## config.mk

```make
export PLATFORM = sky130hd
export DESIGN_NAME = conv2d_tap_scheduler
export DESIGN_NICKNAME = d
export VERILOG_FILES = /design/src/rtl/conv2d_tap_scheduler.sv
export SDC_FILE = /design/constraint.sdc
export NUM_CORES = 2
export LEC_CHECK = 0
export CORE_ASPECT_RATIO = 0.7
export CORE_UTILIZATION = 35
export CTS_CLUSTER_SIZE = 24
export DETAILED_ROUTE_END_ITERATION = 7
export PLACE_DENSITY = 0.6
export SYNTH_ARGS = -nofsm -noshare
export SYNTH_HDL_FRONTEND = slang
export SYNTH_SLANG_ARGS = --single-unit
```

## constraint.sdc

```tcl
create_clock -name clk -period 10.1 [get_ports clk]
set_input_delay 1.515 -clock clk [delete_from_list [all_inputs] [get_ports clk]]
set_output_delay 1.515 -clock clk [all_outputs]
set_load 0.05 [all_outputs]
```

## src/rtl/conv2d_tap_scheduler.sv

```systemverilog
// Time-multiplexed conv2d sequencer: one multiply-accumulate per cycle over every output
// position and kernel tap, with results presented on a valid/ready output port.
module conv2d_tap_scheduler #(
  parameter int BATCH_SIZE   = 1,
  parameter int IN_CHANNELS  = 2,
  parameter int OUT_CHANNELS = 1,
  parameter int IN_HEIGHT    = 4,
  parameter int IN_WIDTH     = 4,
  parameter int KERNEL_SIZE  = 2,
  parameter int STRIDE       = 2,
  parameter int PADDING      = 0,
  parameter int DATA_WIDTH   = 32,
  parameter int ADDR_WIDTH   = 16
) (
  input  logic                  clk,
  input  logic                  rst,
  input  logic                  start,
  output logic                  busy,
  output logic                  done,
  output logic                  rd_en,
  output logic [ADDR_WIDTH-1:0] in_addr,
  output logic [ADDR_WIDTH-1:0] w_addr,
  output logic [ADDR_WIDTH-1:0] b_addr,
  input  logic [DATA_WIDTH-1:0] in_data,
  input  logic [DATA_WIDTH-1:0] w_data,
  input  logic [DATA_WIDTH-1:0] b_data,
  output logic                  out_valid,
  input  logic                  out_ready,
  output logic [ADDR_WIDTH-1:0] out_addr,
  output logic [DATA_WIDTH-1:0] out_data
);

  localparam int OH        = (IN_HEIGHT + 2*PADDING - KERNEL_SIZE) / STRIDE + 1;
  localparam int OW        = (IN_WIDTH + 2*PADDING - KERNEL_SIZE) / STRIDE + 1;
  localparam int KK        = KERNEL_SIZE * KERNEL_SIZE;
  localparam int TAPS      = IN_CHANNELS * KK;
  localparam int IN_PLANE  = IN_HEIGHT * IN_WIDTH;
  localparam int IN_IMG    = IN_CHANNELS * IN_PLANE;
  localparam int OUT_PLANE = OH * OW;
  localparam int OUT_IMG   = OUT_CHANNELS * OUT_PLANE;
  localparam int unsigned CW = 16;

  typedef enum logic [2:0] {S_IDLE, S_BIAS, S_MAC, S_LAST, S_WRITE, S_DONE} state_t;

  state_t state_q, state_d;
  logic [CW-1:0] b_q, b_d, oc_q, oc_d, oh_q, oh_d, ow_q, ow_d;
  logic [CW-1:0] ic_q, ic_d, kh_q, kh_d, kw_q, kw_d, tap_q, tap_d;
  logic [DATA_WIDTH-1:0] acc_q, acc_d;
  logic pad_q, pad_d, pad_dly_q, pad_dly_d;
  logic busy_q, busy_d, done_q, done_d, rd_en_q, rd_en_d, out_valid_q, out_valid_d;
  logic [ADDR_WIDTH-1:0] in_addr_q, in_addr_d, w_addr_q, w_addr_d, b_addr_q, b_addr_d;
  logic [ADDR_WIDTH-1:0] out_addr_q, out_addr_d;

  int ih_c, iw_c;
  logic tap_pad_c, kw_wrap_c, kh_wrap_c, ow_wrap_c, oh_wrap_c, oc_wrap_c, last_pos_c;
  logic [ADDR_WIDTH-1:0] tap_in_addr_c, tap_w_addr_c, pos_out_addr_c;
  logic [CW-1:0] ic_nx_c, kh_nx_c, kw_nx_c, b_nx_c, oc_nx_c, oh_nx_c, ow_nx_c;
  logic [DATA_WIDTH-1:0] op_a_c, prod_c, sum_c;

  // Tap address generation, loop-counter advance and the MAC datapath.
  always_comb begin
    ih_c = int'(oh_q) * STRIDE + int'(kh_q) - PADDING;
    iw_c = int'(ow_q) * STRIDE + int'(kw_q) - PADDING;
    tap_pad_c = (ih_c < 0) || (ih_c >= IN_HEIGHT) || (iw_c < 0) || (iw_c >= IN_WIDTH);
    tap_in_addr_c = tap_pad_c ? '0 :
        ADDR_WIDTH'(int'(b_q) * IN_IMG + int'(ic_q) * IN_PLANE + ih_c * IN_WIDTH + iw_c);
    tap_w_addr_c = ADDR_WIDTH'(int'(oc_q) * TAPS + int'(ic_q) * KK +
                               int'(kh_q) * KERNEL_SIZE + int'(kw_q));
    pos_out_addr_c = ADDR_WIDTH'(int'(b_q) * OUT_IMG + int'(oc_q) * OUT_PLANE +
                                 int'(oh_q) * OW + int'(ow_q));

    kw_wrap_c = (kw_q == CW'(KERNEL_SIZE - 1));
    kh_wrap_c = kw_wrap_c && (kh_q == CW'(KERNEL_SIZE - 1));
    kw_nx_c = kw_wrap_c ? '0 : kw_q + CW'(1);
    kh_nx_c = kw_wrap_c ? (kh_wrap_c ? '0 : kh_q + CW'(1)) : kh_q;
    ic_nx_c = kh_wrap_c ? ((ic_q == CW'(IN_CHANNELS - 1)) ? '0 : ic_q + CW'(1)) : ic_q;

    ow_wrap_c = (ow_q == CW'(OW - 1));
    oh_wrap_c = ow_wrap_c && (oh_q == CW'(OH - 1));
    oc_wrap_c = oh_wrap_c && (oc_q == CW'(OUT_CHANNELS - 1));
    last_pos_c = oc_wrap_c && (b_q == CW'(BATCH_SIZE - 1));
    ow_nx_c = ow_wrap_c ? '0 : ow_q + CW'(1);
    oh_nx_c = ow_wrap_c ? (oh_wrap_c ? '0 : oh_q + CW'(1)) : oh_q;
    oc_nx_c = oh_wrap_c ? (oc_wrap_c ? '0 : oc_q + CW'(1)) : oc_q;
    b_nx_c  = oc_wrap_c ? (last_pos_c ? '0 : b_q + CW'(1)) : b_q;

    // RAM data lags the address by a cycle, so the padding mask uses the delayed flag.
    op_a_c = pad_dly_q ? '0 : in_data;
    prod_c = op_a_c * w_data;
    sum_c  = acc_q + prod_c;
  end

  // Next-state and registered-output logic.
  always_comb begin
    state_d = state_q;
    b_d = b_q; oc_d = oc_q; oh_d = oh_q; ow_d = ow_q;
    ic_d = ic_q; kh_d = kh_q; kw_d = kw_q; tap_d = tap_q;
    acc_d = acc_q; pad_d = pad_q; pad_dly_d = pad_q;
    busy_d = busy_q; done_d = 1'b0; rd_en_d = 1'b0; out_valid_d = out_valid_q;
    in_addr_d = in_addr_q; w_addr_d = w_addr_q; b_addr_d = b_addr_q; out_addr_d = out_addr_q;
    case (state_q)
      S_IDLE: if (start) begin
        state_d = S_BIAS;
        b_d = '0; oc_d = '0; oh_d = '0; ow_d = '0;
        ic_d = '0; kh_d = '0; kw_d = '0; tap_d = '0; acc_d = '0;
        busy_d = 1'b1; rd_en_d = 1'b1; b_addr_d = '0;
      end
      S_BIAS: begin
        state_d = S_MAC;
        rd_en_d = 1'b1; in_addr_d = tap_in_addr_c; w_addr_d = tap_w_addr_c; pad_d = tap_pad_c;
        ic_d = ic_nx_c; kh_d = kh_nx_c; kw_d = kw_nx_c; tap_d = CW'(1);
      end
      S_MAC: begin
        // tap_q counts taps already issued; the first MAC cycle sees the bias word.
        acc_d = (tap_q == CW'(1)) ? b_data : sum_c;
        if (tap_q == CW'(TAPS)) begin
          state_d = S_LAST;
        end else begin
          rd_en_d = 1'b1; in_addr_d = tap_in_addr_c; w_addr_d = tap_w_addr_c; pad_d = tap_pad_c;
          ic_d = ic_nx_c; kh_d = kh_nx_c; kw_d = kw_nx_c; tap_d = tap_q + CW'(1);
        end
      end
      S_LAST: begin
        state_d = S_WRITE;
        acc_d = sum_c; out_valid_d = 1'b1; out_addr_d = pos_out_addr_c;
      end
      S_WRITE: if (out_ready) begin
        out_valid_d = 1'b0;
        b_d = b_nx_c; oc_d = oc_nx_c; oh_d = oh_nx_c; ow_d = ow_nx_c;
        if (last_pos_c) begin
          state_d = S_DONE; done_d = 1'b1;
        end else begin
          state_d = S_BIAS; rd_en_d = 1'b1; b_addr_d = ADDR_WIDTH'(oc_nx_c);
        end
      end
      S_DONE: begin
        state_d = S_IDLE; busy_d = 1'b0;
      end
      default: state_d = S_IDLE;
    endcase
  end

  always_ff @(posedge clk or posedge rst) begin
    if (rst) begin
      state_q <= S_IDLE;
      b_q <= '0; oc_q <= '0; oh_q <= '0; ow_q <= '0;
      ic_q <= '0; kh_q <= '0; kw_q <= '0; tap_q <= '0;
      acc_q <= '0; pad_q <= 1'b0; pad_dly_q <= 1'b0;
      busy_q <= 1'b0; done_q <= 1'b0; rd_en_q <= 1'b0; out_valid_q <= 1'b0;
      in_addr_q <= '0; w_addr_q <= '0; b_addr_q <= '0; out_addr_q <= '0;
    end else begin
      state_q <= state_d;
      b_q <= b_d; oc_q <= oc_d; oh_q <= oh_d; ow_q <= ow_d;
      ic_q <= ic_d; kh_q <= kh_d; kw_q <= kw_d; tap_q <= tap_d;
      acc_q <= acc_d; pad_q <= pad_d; pad_dly_q <= pad_dly_d;
      busy_q <= busy_d; done_q <= done_d; rd_en_q <= rd_en_d; out_valid_q <= out_valid_d;
      in_addr_q <= in_addr_d; w_addr_q <= w_addr_d; b_addr_q <= b_addr_d; out_addr_q <= out_addr_d;
    end
  end

  assign busy      = busy_q;
  assign done      = done_q;
  assign rd_en     = rd_en_q;
  assign in_addr   = in_addr_q;
  assign w_addr    = w_addr_q;
  assign b_addr    = b_addr_q;
  assign out_valid = out_valid_q;
  assign out_addr  = out_addr_q;
  assign out_data  = acc_q;

endmodule
```

=== Yosys cells after proc, flatten, opt, wreduce, memory -nomap -nowiden ===
Cells that the tools add are included.

* Flip-flop bits (word level): 233
* Output and inout bits: 100
* Word-level logic and storage cells: 150
* Bits of input ports: 100

* $add $sub $neg: 20
* $mul: 1
* Equality and inequality tests: 19
* $lt $le $gt $ge: 4
* Muxes and demuxes: 60
* Reduce and logical (&&, ||, !) cells: 26

{| class="wikitable"
|+ Operators by type and width
! operator !! number
|-
| $mux W16 || 26
|-
| $pmux W16 S2 || 7
|-
| $pmux W16 S3 || 4
|-
| $add A16 B16 Y16 || 9
|-
| $add A16 B1 Y16 const B || 8
|-
| $eq A16 B1 Y1 const B || 6
|-
| $mux W32 || 3
|-
| $pmux W32 S3 || 1
|-
| $add A17 B16 Y18 || 2
|-
| $ge A18 B3 Y1 const B || 2
|-
| $lt A18 B1 Y1 const B || 2
|-
| $add A32 B32 Y32 || 1
|-
| $logic_not A16 Y1 || 2
|-
| $mul A32 B32 Y32 || 1
|-
| $eq A16 B4 Y1 const B || 1
|-
| $pmux W3 S5 || 1
|-
| $ne A2 B2 Y1 const B || 7
|-
| $mux W3 || 4
|-
| $reduce_and A4 Y1 || 3
|-
| $mux W1 || 10
|-
| $reduce_and A3 Y1 || 3
|-
| $reduce_and A2 Y1 || 4
|-
| $reduce_bool A2 Y1 || 4
|-
| $eq A3 B2 Y1 const B || 2
|-
| other kinds (8) || 17
|}

=== Depth between registers and ports, before layout ===
* Depth after elaboration: 8
* Depth in mapped cells: 29
* Mapped depth without buffers: 27

=== Worst setup path before layout ===
OpenSTA, ideal clock, no wires.

* Kind: input-to-reg
* Start: input in_data[11]
* End: register acc_q[31] (netlist: out_data[31])
* Setup time: 0.129 ns
* Stages: 26
* Slack: 2.093 ns
* Arrival: 7.879 ns
* Path buffers: 1
* Data required time: 9.971 ns
* Cells stage by stage: nor2b_1 -> clkbuf_1 -> and2_1 -> fa_1 -> fa_1 -> fa_1 -> inv_1 -> fa_1 -> inv_1 -> fa_1 -> inv_1 -> fa_1 -> inv_1 -> fa_1 -> inv_1 -> fa_1 -> inv_1 -> ha_1 -> a21oi_1 -> nand2b_1 -> a21oi_1 -> o31ai_1 -> a221o_1 -> a21oi_1 -> xnor2_1 -> o21ai_1

* Longest elaborated chain between the ends: 5

{| class="wikitable"
|+ RTL lines
! what !! RTL line !! text
|-
| start: declaration || 24 || <nowiki>input logic [DATA_WIDTH-1:0] in_data,</nowiki>
|-
| $mux W32 * || 88 || <nowiki>op_a_c = pad_dly_q ? '0 : in_data;</nowiki>
|-
| $mul A32 B32 Y32 * || 89 || <nowiki>prod_c = op_a_c * w_data;</nowiki>
|-
| $add A32 B32 Y32 * || 90 || <nowiki>sum_c = acc_q + prod_c;</nowiki>
|-
| $mux W32 || 115 || <nowiki>acc_d = (tap_q == CW'(1)) ? b_data : sum_c;</nowiki>
|-
| $pmux W32 S3 * || 101 || <nowiki>case (state_q)</nowiki>
|-
| end signal: assignment || 148 || <nowiki>acc_q <= '0; pad_q <= 1'b0; pad_dly_q <= 1'b0;</nowiki>
|-
| end signal: assignment || 155 || <nowiki>acc_q <= acc_d; pad_q <= pad_d; pad_dly_q <= pad_dly_d;</nowiki>
|-
| end: declaration || 48 || <nowiki>logic [DATA_WIDTH-1:0] acc_q, acc_d;</nowiki>
|}

Mark *: on every way between the ends. The rest lies on a longest branch, timed or not.
A chain may end at the register's enable or synchronous reset.

=== Worst setup path in the final report ===
* Start: input w_data[0]
* End: register acc_q[29] (netlist: out_data[29])

* Longest elaborated chain between the ends: 4

{| class="wikitable"
|+ RTL lines
! what !! RTL line !! text
|-
| start: declaration || 25 || <nowiki>input logic [DATA_WIDTH-1:0] w_data,</nowiki>
|-
| $mul A32 B32 Y32 * || 89 ||
|-
| $add A32 B32 Y32 * || 90 ||
|-
| $mux W32 || 115 ||
|-
| $pmux W32 S3 * || 101 ||
|}

Marks and branches as above.

==> results.json <==
{
  "outcome": "completed",
  "io_buffers": 199,
  "path_delay_family": "adder cells",
  "synth.avg_cell_area_um2": 9.124,
  "wl_met2_um": 39460,
  "regToRegEndpoint": "out_data[29]$_DFFE_PP0P_",
  "critPathLaunch": "w_data[0]",
  "reg2regPathDepth": 27,
  "drc_errors": 0,
  "io_pins": 200,
  "multi_input_area_mm2": 0.02372,
  "fin_crit_ps": 8973,
  "synthesis.nets": 4357,
  "hold_path_class": "reg2reg",
  "layout-drive-gt1-share_pct": 3.413,
  "clock_latency_ps": 590,
  "row_count": 92,
  "clock-sinks": 233,
  "cp-endpoint": "out_data[29]$_DFFE_PP0P_",
  "overflow": 0,
  "cts-htree-levels": 1,
  "post-route-period-util_pct": 88.84,
  "root_buffer": "clkbuf_16",
  "synth_edf_count": 0,
  "hold_viol_final": 0,
  "criticalPathCategory": "in2reg",
  "wl_per_cell_um": 20.93,
  "critPathMaxFanout": 13,
  "placeableCoreArea_mm2": 0.09059,
  "max-slew-margin-rel_pct": 21.93,
  "reg2reg_slack_ps": 1810,
  "fin_tns_setup_ps": 0,
  "dr.pass1.iters": 5,
  "viasPerCell": 5.120,
  "antenna_found_initial": 3,
  "cts_made_buffers": 24,
  "top_layer": "met5",
  "fmax_mhz": 111.4,
  "end_kind": "flop",
  "met3_length_um": 12580,
  "clock_skew_ps": 51.96,
  "crit_slowest_cell": "o31ai_1",
  "required_ps": 10570,
  "cts-resized-gates": 0,
  "regArea_mm2": 0.005831,
  "grtUsageTotal_pct": 22.48,
  "tritoncts": "yes",
  "clk_pin_slew_ps": 70,
  "grt_pass1_vias": 25350,
  "grt_max_degree": 63,
  "worstSetupStartpointType": "primary input",
  "crit_buf_inv": 8,
  "crit_path_max_incr_delay_ps": 740,
  "wl_met1_um": 48920,
  "design.die.area_mm2": 0.09323,
  "reg2reg_from": "pad_dly_q$_DFF_PP0_",
  "hpwl_um": 84380,
  "drt-total-wl_um": 102900,
  "yosysSeqAreaShare_pct": 18.11,
  "die_height_um": 255.8,
  "drt_iter0_markers": 2433,
  "n_fill_cell": 9030,
  "synth_ff_type": "dfrtp_1",
  "netlist_area_mm2": 0.03220,
  "holdBufCountCts": 0,
  "finalSetupViolations": 0,
  "area_delta_synth_final_pct": 13.38,
  "synthDistinctLibCells": 69,
  "ctsLongestPathBuffers": 3,
  "yosys_warnings": 0,
  "worstPathArrival_ps": 9450,
  "worstMarginPinSlew_ps": 1162,
  "rsz0062_at_grt": "false",
  "dr_total_vias": 25170,
  "async_flop_share_pct": 100.0,
  "netlist_instances": 3529,
  "post-cts-setup-buffer-count": 0,
  "start_util_pct": 35.54,
  "gp_congestion": 0.9229,
  "grt_pass1_wl_um": 158800,
  "ant_nets": 0,
  "cp.depth": 27,
  "ys_ff_latch": 233,
  "max_cap_violations": 0,
  "layout.nets": 4505,
  "die_x_um": 364.5,
  "cpMostUsedCell": "fa_1",
  "slew_viol_final": 0
}
-- layout by cell type (no fill, tap or decap), types with 6 or more instances in the layout --
cell type,n
o21ai_0,81
a22o_1,11
nor2_1,152
clkdlybuf4s50_1,199
a21oi_1,99
a21o_1,25
mux2i_1,8
a31oi_1,9
fa_1,515
and3_1,45
buf_4,62
dfrtp_1,233
ha_1,213
and2_1,318
nand2b_1,15
nand4_1,34
nor4b_1,6
nor3_1,25
inv_1,567
xnor2_1,131
o21ai_1,110
or3_1,16
a211oi_1,6
nor2b_1,37
nand3_1,51
nor4_1,29
xor2_1,94
clkbuf_16,24
a22oi_1,7
o31ai_1,26
o21bai_1,15
clkbuf_8,7
o21a_1,12
nand2_1,418
-- registers in the layout, indices dropped and copies added (netlist names), 3 cells and up --
| name | cells |
|---|---|
| state_q | 3 |
| w_addr | 16 |
| ic_q | 16 |
| out_addr | 16 |
| out_data | 32 |
| b_q | 16 |
| tap_q | 16 |
| b_addr | 16 |
| kw_q | 16 |
| ow_q | 16 |
| kh_q | 16 |
| oh_q | 16 |
| oc_q | 16 |
| in_addr | 16 |
-- stage by stage --
stage	util (%)	cells	instance area (µm²)	hold WS [ps]	setup WS [ps]
after floorplan	-	3529	32200	354.3	2093
after global placement	39.40	4873	35690	369.4	653.1
after detailed placement	39.40	4873	35690	381.5	657.9
after CTS	40.29	4914	36500	396.6	1281
after global routing	40.29	4914	36500	422.7	890.2
final	40.29	4915	36500	395.6	1127
-- metal layers --
metal | vias up | track usage [%]
met4 | 6 | 3.396
met2 | 1082 | 29.31
met3 | 104 | 8.603
li1 | 11370 | -
met5 | - | 0
met1 | 12610 | 34.93
-- cell usage after synthesis (6+ instances only) --
| cell | number | area, µm² |
|---|---|---|
| xnor2_1 | 131 | 1147 |
| a21oi_1 | 100 | 500.5 |
| nor4_1 | 29 | 181.4 |
| o31ai_1 | 26 | 195.2 |
| mux2i_1 | 8 | 80.08 |
| nor2b_1 | 41 | 256.5 |
| nand4_1 | 34 | 212.7 |
| nor2_1 | 152 | 570.6 |
| nor3_1 | 25 | 125.1 |
| and2_1 | 318 | 1989 |
| nand3_1 | 51 | 255.2 |
| inv_1 | 568 | 2132 |
| nand2b_1 | 15 | 93.84 |
| clkbuf_1 | 134 | 503.0 |
| a21o_1 | 25 | 187.7 |
| a22oi_1 | 7 | 52.55 |
| o21bai_1 | 15 | 112.6 |
| and3_1 | 45 | 281.5 |
| nand2_1 | 418 | 1569 |
| o21a_1 | 12 | 90.09 |
| dfrtp_1 | 233 | 5831 |
| a31oi_1 | 9 | 56.30 |
| fa_1 | 515 | 10310 |
| xor2_1 | 94 | 823.3 |
| o21ai_0 | 81 | 405.4 |
| ha_1 | 213 | 2665 |
| a22o_1 | 11 | 96.34 |
| nor4b_1 | 7 | 61.31 |
| o21ai_1 | 111 | 555.5 |
| or3_1 | 16 | 100.1 |
| a211oi_1 | 6 | 45.04 |
-- how the worst min path moves through the flow --
stage | to | from | cells after the start | slack [ps]
2_1_floorplan | pad_dly_q$_DFF_PP0_ | pad_dly_d$_DFFE_PP0P_ | 0 | 350
3_3_place_gp | pad_dly_q$_DFF_PP0_ | pad_dly_d$_DFFE_PP0P_ | 0 | 370
3_5_place_dp | pad_dly_q$_DFF_PP0_ | pad_dly_d$_DFFE_PP0P_ | 0 | 380
4_1_cts | pad_dly_q$_DFF_PP0_ | pad_dly_d$_DFFE_PP0P_ | 0 | 400
5_1_grt | pad_dly_q$_DFF_PP0_ | pad_dly_d$_DFFE_PP0P_ | 0 | 420
6_report | pad_dly_q$_DFF_PP0_ | pad_dly_d$_DFFE_PP0P_ | 0 | 400
-- logic make-up (layout without fill, tap and decap cells) --
logic type | count (synthesis) | after routing | share of synthesized area (%)
other | 0 | 1 | 0
muxes | 13 | 13 | 0.4236
and+or+nand+nor | 1174 | 1174 | 18.29
DFF | 233 | 233 | 18.11
adders and majority gates | 728 | 728 | 40.30
AOI/OAI and AO/OA | 446 | 446 | 8.448
xor gates and xnor gates | 225 | 225 | 6.121
buffers and inverters | 710 | 873 | 8.308
-- worst register-to-register path: stages (launching register included) --
cell and delay [ps]:
dfrtp_1 410, buf_4 270, nor2b_2 710, and2_1 270, fa_1 460, fa_1 510
fa_1 490, inv_1 60, fa_1 550, inv_1 60, fa_1 500, inv_1 60
fa_1 530, inv_1 50, fa_1 470, inv_1 50, fa_1 470, inv_1 40
ha_1 430, a21oi_1 130, nand2b_1 90, a21oi_1 50, buf_4 180, o31ai_1 750
a31oi_1 200, xor2_1 170, o21ai_1 70, a22o_1 190
-- cell type report --
type | instances | share of cell area, %
Timing Repair Buffer | 261 | 6.732
Inverter | 571 | 5.892
Clock inverter | 7 | 0.2811
Antenna cell | 1 | 0.006855
Multi-Input combinational cell | 2586 | 64.99
Sequential cell | 233 | 15.97
Tap cell | 1222 | 4.189
Clock buffer | 34 | 1.940
Power is left out: the tool's default activity adds up to more than one toggle a clock period on the data nets, which glitch-free logic cannot reach.
